**config.mk**
```make
export PLATFORM = sky130hd
export DESIGN_NAME = bcam_match_reader
export DESIGN_NICKNAME = d
export VERILOG_FILES = /design/src/rtl/bcam_pkg.sv /design/src/rtl/bcam_prio_enc.sv /design/src/rtl/bcam_match_reader.sv
export SDC_FILE = /design/constraint.sdc
export NUM_CORES = 1
export LEC_CHECK = 0
export BUFFER_PORTS_ARGS = -buffer_cell sky130_fd_sc_hd__buf_4
export CORE_ASPECT_RATIO = 0.6
export CORE_MARGIN = 2
export CORE_UTILIZATION = 25
export CTS_BUF_LIST = sky130_fd_sc_hd__clkbuf_16
export DETAILED_ROUTE_END_ITERATION = 8
export PLACE_DENSITY_LB_ADDON = 0.2
export RECOVER_POWER = 50
export SYNTH_ARGS = -nofsm -noshare
export SYNTH_HDL_FRONTEND = slang
export SYNTH_SLANG_ARGS = --single-unit
```
**constraint.sdc**
```tcl
create_clock -name clk -period 2.65 [get_ports clk]
set_clock_uncertainty 0.2 [all_clocks]
set_input_delay 0.3975 -clock clk [delete_from_list [all_inputs] [get_ports clk]]
set_output_delay 0.3975 -clock clk [all_outputs]
set_load 0.005 [all_outputs]
```
**src/rtl/bcam_pkg.sv**
```systemverilog
// Shared BCAM definitions: default geometry and match-reader FSM state type.
// Also used by the BCAM array and the search controller.
package bcam_pkg;

  localparam int BCAM_ENTRIES = 16;
  localparam int BCAM_ADDR_W  = 4;

  typedef enum logic {
    IDLE = 1'b0,
    EMIT = 1'b1
  } rdr_state_t;

endpackage

```
**src/rtl/bcam_prio_enc.sv**
```systemverilog
// Combinational lowest-set-bit encoder over a BCAM match vector.
module bcam_prio_enc #(
  parameter int ENTRIES = 16,
  parameter int ADDR_W  = 4
) (
  input  logic [ENTRIES-1:0] vec,
  output logic [ADDR_W-1:0]  idx,
  output logic               any
);

  // Scan from the top down so the lowest set bit wins the last assignment.
  always_comb begin
    idx = '0;
    for (int i = ENTRIES - 1; i >= 0; i--) begin
      if (vec[i]) idx = ADDR_W'(i);
    end
  end

  assign any = |vec;

endmodule

```
**src/rtl/bcam_match_reader.sv**
```systemverilog
// Drains a captured BCAM match vector as a stream of ascending entry addresses.
// One search is held at a time; new vectors are refused while emitting.
module bcam_match_reader
  import bcam_pkg::*;
#(
  parameter int ENTRIES = BCAM_ENTRIES,
  parameter int ADDR_W  = BCAM_ADDR_W
) (
  input  logic               clk,
  input  logic               rst,
  input  logic               match_valid,
  output logic               match_ready,
  input  logic [ENTRIES-1:0] match_vec,
  output logic               addr_valid,
  input  logic               addr_ready,
  output logic [ADDR_W-1:0]  addr,
  output logic               last,
  output logic               multi_hit,
  output logic [ADDR_W:0]    hit_count,
  output logic               no_hit
);

  rdr_state_t          state_q, state_d;
  logic [ENTRIES-1:0]  pend_q;
  logic [ADDR_W:0]     hit_count_q;
  logic                multi_hit_q;
  logic                no_hit_q;

  logic [ADDR_W-1:0]   enc_idx;
  logic                enc_any;
  logic [ENTRIES-1:0]  pend_rest;
  logic                single;
  logic [ADDR_W:0]     cap_cnt;
  logic                capture;
  logic                accept;

  bcam_prio_enc #(
    .ENTRIES (ENTRIES),
    .ADDR_W  (ADDR_W)
  ) u_enc (
    .vec (pend_q),
    .idx (enc_idx),
    .any (enc_any)
  );

  // pend with its lowest hit removed; empty means the current beat is the last one.
  assign pend_rest = pend_q & ~(ENTRIES'(1) << enc_idx);
  assign single    = enc_any && (pend_rest == '0);

  always_comb begin
    cap_cnt = '0;
    for (int i = 0; i < ENTRIES; i++) begin
      cap_cnt = cap_cnt + (ADDR_W+1)'(match_vec[i]);
    end
  end

  assign capture = match_valid && match_ready;
  assign accept  = addr_valid && addr_ready;

  always_comb begin
    state_d     = state_q;
    match_ready = 1'b0;
    addr_valid  = 1'b0;
    unique case (state_q)
      IDLE: begin
        match_ready = 1'b1;
        if (match_valid && (match_vec != '0)) state_d = EMIT;
      end
      EMIT: begin
        addr_valid = 1'b1;
        if (addr_ready && single) state_d = IDLE;
      end
      default: state_d = IDLE;
    endcase
  end

  always_ff @(posedge clk or negedge rst) begin
    if (!rst) begin
      state_q     <= IDLE;
      pend_q      <= '0;
      hit_count_q <= '0;
      multi_hit_q <= 1'b0;
      no_hit_q    <= 1'b0;
    end else begin
      state_q  <= state_d;
      no_hit_q <= capture && (match_vec == '0);
      if (capture) begin
        pend_q      <= match_vec;
        hit_count_q <= cap_cnt;
        multi_hit_q <= cap_cnt > (ADDR_W+1)'(1);
      end else if (accept) begin
        pend_q <= pend_rest;
      end
    end
  end

  // pend is zero in IDLE, so addr/last fall to 0 there without extra gating.
  assign addr      = enc_idx;
  assign last      = single;
  assign hit_count = hit_count_q;
  assign multi_hit = multi_hit_q;
  assign no_hit    = no_hit_q;

endmodule
```
### After elaboration in Yosys (flattened, before gate mapping)

Index checks and enable logic that the tools add are counted.

* bits in registers: 24
* bits in latches: 0
* memory bits (writable): 0
* bits in read-only memories: 0
* input bits: 20
* output and inout bits: 14
* logic and storage cells: 59
* memories kept: 0

* add/subtract/negate cells: 15
* multipliers: 0
* divide/modulo/power cells: 0
* magnitude comparators: 1
* eq/ne operators: 0
* shifts and indexed selects: 1
* multiplexer cells: 23
* bitwise gates (word level): 3
* reductions and logical operators: 11

Operators with widths (count)
* $mux 4: 16
* $add 5x1->5: 11
* $logic_not 16->1: 2
* $mux 16: 2
* $and 16x16->16: 1
* $not 16->16: 1
* $reduce_bool 16->1: 1
* $reduce_or 16->1: 1
* $shl 1x4->16 const A: 1
* $logic_and 1x1->1: 6
* $add 4x1->5: 1
* $gt 5x1->1 const B: 1
* $add 3x1->4: 1
* $mux 1: 4
* $add 2x1->3: 1
* $add 1x1->2: 1
* $pmux 1 s2: 1
* $reduce_bool 2->1: 1
* $not 1->1: 1

### Depth between registers and ports, before layout

* word-level depth: 24
* gate-level depth with buffers: 13

### Modules after synthesis

From an unflattened synthesis, not the netlist that was laid out.

* cells, all modules: 220
* area total of the unflattened synthesis: 1871.8 µm²

Modules (own cells, without submodules)
* bcam_match_reader: times used 1, cells an instance 186, area each 1695.4 µm², seq. area each 600.6 µm²
* bcam_prio_enc: times used 1, cells an instance 34, area each 176.4 µm², seq. area each 0.0 µm²

### Least setup slack after synthesis

No wires, ideal clock.

* kind: input -> register
* start: input port match_vec[11]
* end: register multi_hit_q, in the netlist multi_hit
* arrival: 3.468 ns
* required time: 2.319 ns
* setup slack: -1.149 ns
* stages on the path: 13
* cells stage by stage: fa_1 -> inv_1 -> fa_1 -> inv_1 -> fa_1 -> inv_1 -> fa_1 -> inv_1 -> ha_1 -> fa_1 -> a211o_1 -> o21ai_0 -> a31oi_1

* cells in the longest elaborated chain, start to end: 6

RTL lines
* from (decl): RTL line bcam_match_reader.sv:13 `input logic [ENTRIES-1:0] match_vec,`
* $add 5x1->5 (5 in series): RTL line bcam_match_reader.sv:53 `cap_cnt = cap_cnt + (ADDR_W+1)'(match_vec[i]);`
* $gt 5x1->1: RTL line bcam_match_reader.sv:90 `multi_hit_q <= cap_cnt > (ADDR_W+1)'(1);`
* to (signal assigned): RTL line bcam_match_reader.sv:90
* to (decl): RTL line bcam_match_reader.sv:26 `logic multi_hit_q;`

Every way passes these cells.
A chain may end at the register's enable or synchronous reset.

### Worst setup path in the final report

Same ends and word-level chain as after synthesis.

==> flow_summary.toml <==
[synth]
ys_types = 52
seq_area_frac_synth = 0.3187
synth_fp_nets = 249
yosys_warnings = 0
async_flop_share = 1.000
synthSimpleGateAreaFrac = 0.1912
synth_fa_ha_area_frac = 0.1514
synth-xor-area-share = 0.009296
syn_area_um2 = 1884
syn_avg_cell_area_um2 = 8.847
synth-seq-cells = 24
ys.flop_type = "dfrtp_1"
synth_top_family_by_area = "compound AO/OA/AOI/OAI gates"
synth_enable_flop_cells = 0
synthMuxAreaShare = 0.005312
synth-compound-area-share = 0.2663
synth_cells = 213

[drt]
via_per_inst = 4.833
firstDrtPassIters = 5
detail-route-antenna-nets = 0
drtIter0Drc = 182
wl_per_cell_um = 16.80
drc = 0
finalWirelength_mm = 6.854
vias = 1972

[clock_network]
path_clk_slew_ns = 0.06
htreeDepth = 1
cts.sinks = 24
cts_root_buffer = "clkbuf_16"
cts_tree = "done"
clkLatencyLatePin_ns = 0.26
cts_buffers = 3
cts_max_path_buffers = 2

[grt]
grt-ovfl-total = 0
grt_first_pass_wirelength_mm = 10.43
grt.total_usage = 0.1647
antenna_found_initial = 0
grt_pass1_vias = 1884
met1_usage = 0.2884
grt_max_degree = 26
grt_use_met2 = 0.1995
grt.met3_usage = 0.03976
busiest_layer = "met1"

[final_layout]
fin_area_um2 = 2942
area_growth_pct = 56.11
fin_nets = 342
final_core_util = 0.4031
drive_above_1_share = 0.4178
diodes = 0

[status]
outcome = "finished, violations left"
violations = "negative setup slack"

[setup_path]
r2r-end = "state_q"
crit_required_ns = 2.59
reg2reg_depth = 7
timing_worst_setup_path_type = "in2reg"
arrival_ns = 3.58
reg2reg_slack_ns = 0.10
rr_startpoint = "pend_q[7]"
cp_max_fo = 2
startpoint_type = "input port"
critPathCaptureType = "flip-flop"
crit_start = "match_vec[11]"

[floorplan]
pin_count = 34
core_um2 = 7297
std_cell_rows = 24
die_w_um = 116.1
dieHeight_um = 71.25
die_area_um2 = 8271
start_util = 0.2582

[worst_hold_path]
hold_depth = 3
min_to = "pend_q[2]"
min_from = "match_vec[2]"
hold_path.class = "in2reg"

[power]
ir_drop_v = 0.0004327
p_leak_nw = 1.373
power_density_nw_per_um2 = 1411

[placed_design]
dp_slack_ns = -1.376
portBuffers = 33
hpwl_mm = 5.337
dpl-instance-area_um2 = 2653
place_congestion = 0.8775

[sta]
finalSetupTns_ns = -5.444
period_share = 1.373
max_freq_ghz = 0.2748
hold_viol = 0
tightest_slew_ns = 1.400
rsz0062_at_grt = "true"
fin_crit_ns = 3.639
setup_violations = 7
finalMaxSlewViolations = 0
setup_ws_ns = -0.9893
relSlewSlack = 0.06636

[job]
maxCapViolations = 0
Yosys cell counts, types with 2 or more instances:
cell type  number  area [µm²]
o31ai_1         2       15.01
or4_1           2       15.01
inv_1          20       75.07
o31a_1          2       17.52
nor2_1         16       60.06
nor4_1          5       31.28
a41oi_1         2       17.52
clkbuf_1        4       15.01
nor2b_1         2       12.51
fa_1           10       200.2
ha_1            6       75.07
nor3_1          2       10.01
o311ai_0        4       35.03
nand2b_1        2       12.51
o21ai_1         5       25.02
nand3_1         2       10.01
a211o_1         2       17.52
or3_1           2       12.51
o21ai_0        21       105.1
a21oi_1         8       40.04
a211oi_1        4       30.03
dfrtp_1        24       600.6
and3_1          2       12.51
o211ai_1        2       15.01
nand2_1        30       112.6
a21o_1          5       37.54
nor4_2          2       25.02
final cells by class:
class | count | area (µm²)
Tap cell | 104 | 130.1
Fill cell | 756 | 4355
Timing Repair Buffer | 94 | 726.9
Inverter | 20 | 75.07
Clock buffer | 3 | 75.07
Sequential cell | 24 | 603.1
Multi-Input combinational cell | 163 | 1331
placed cells by master (no fill, tap or decap), types with 5 or more instances in the layout:
cell type | Yosys | layout
o21ai_0 | 21 | 17
o21ai_1 | 5 | 8
inv_1 | 20 | 18
nand2_1 | 30 | 29
dfrtp_1 | 24 | 22
buf_6 | 1 | 6
buf_4 | 0 | 83
ha_1 | 6 | 5
nor2_1 | 16 | 15
a21o_1 | 5 | 5
fa_1 | 10 | 8
metal layers:
layer	share of wire	routed length, µm	vias up
met3	0.074	507	2
met5	0	0	-
met4	0.0028	19	0
met1	0.55	3743	943
li1	-	-	949
met2	0.38	2583	78
power by group:
group	switching (mW)	leakage [nW]	internal [mW]
Clock	0.132	0.0370	0.200
Combinational	1.50	1.03	1.66
Sequential	0.163	0.306	0.494
worst max-delay path, stage by stage:
cell	delay, ns
buf_6	0.10
fa_1	0.53
inv_1	0.05
fa_1	0.49
inv_2	0.04
fa_1	0.47
inv_1	0.05
fa_1	0.49
inv_2	0.05
ha_4	0.16
fa_2	0.35
a211o_1	0.24
o21ai_1	0.07
a31oi_1	0.09
metrics by stage:
| step | hold WS, ns | cells | total power, mW |
|---|---|---|---|
| after floorplan | -0.09809 | 213 | 1.943 |
| after global placement | 0.1244 | 398 | 3.238 |
| after detailed placement | 0.1296 | 398 | 3.227 |
| after CTS | 0.1912 | 405 | 3.710 |
| after global routing | 0.2106 | 408 | 4.446 |
| final | 0.1993 | 408 | 4.150 |
sequential cells by signal, indices dropped and copies added (netlist names):
name       cells
pend_q        16
hit_count      5
multi_hit      1
no_hit         1
state_q        1
worst max path at each step:
stage / to / slack [ns] / depth (start not counted)
3_3_place_gp: multi_hit / -1.29 / 12
5_1_grt: multi_hit / -1.10 / 14
4_1_cts: multi_hit / -0.97 / 14
6_report: multi_hit / -0.99 / 14
2_1_floorplan: multi_hit / -1.08 / 13
3_5_place_dp: multi_hit / -1.38 / 12
repair_timing:
action | CTS | global route
setup buffers | 3 | 3
gates resized for setup | 12 | 24
endpoints found under the setup margin | 8 | 9
cloned | 0 | 0
hold buffers | 1 | 0
endpoints found under the hold margin | 24 | 0
pin swaps | 10 | 16
cell families (layout without fill, tap and decap cells):
kind of cell	count (synthesis)	after routing
DFF	24	24
buffers and inverters	26	117
AOI/OAI and AO/OA	70	70
xor gates and xnor gates	2	2
muxes	1	1
adders and majority gates	17	17
and+or+nand+nor	73	73
No activity file was read; power rests on OpenSTA's default activity.
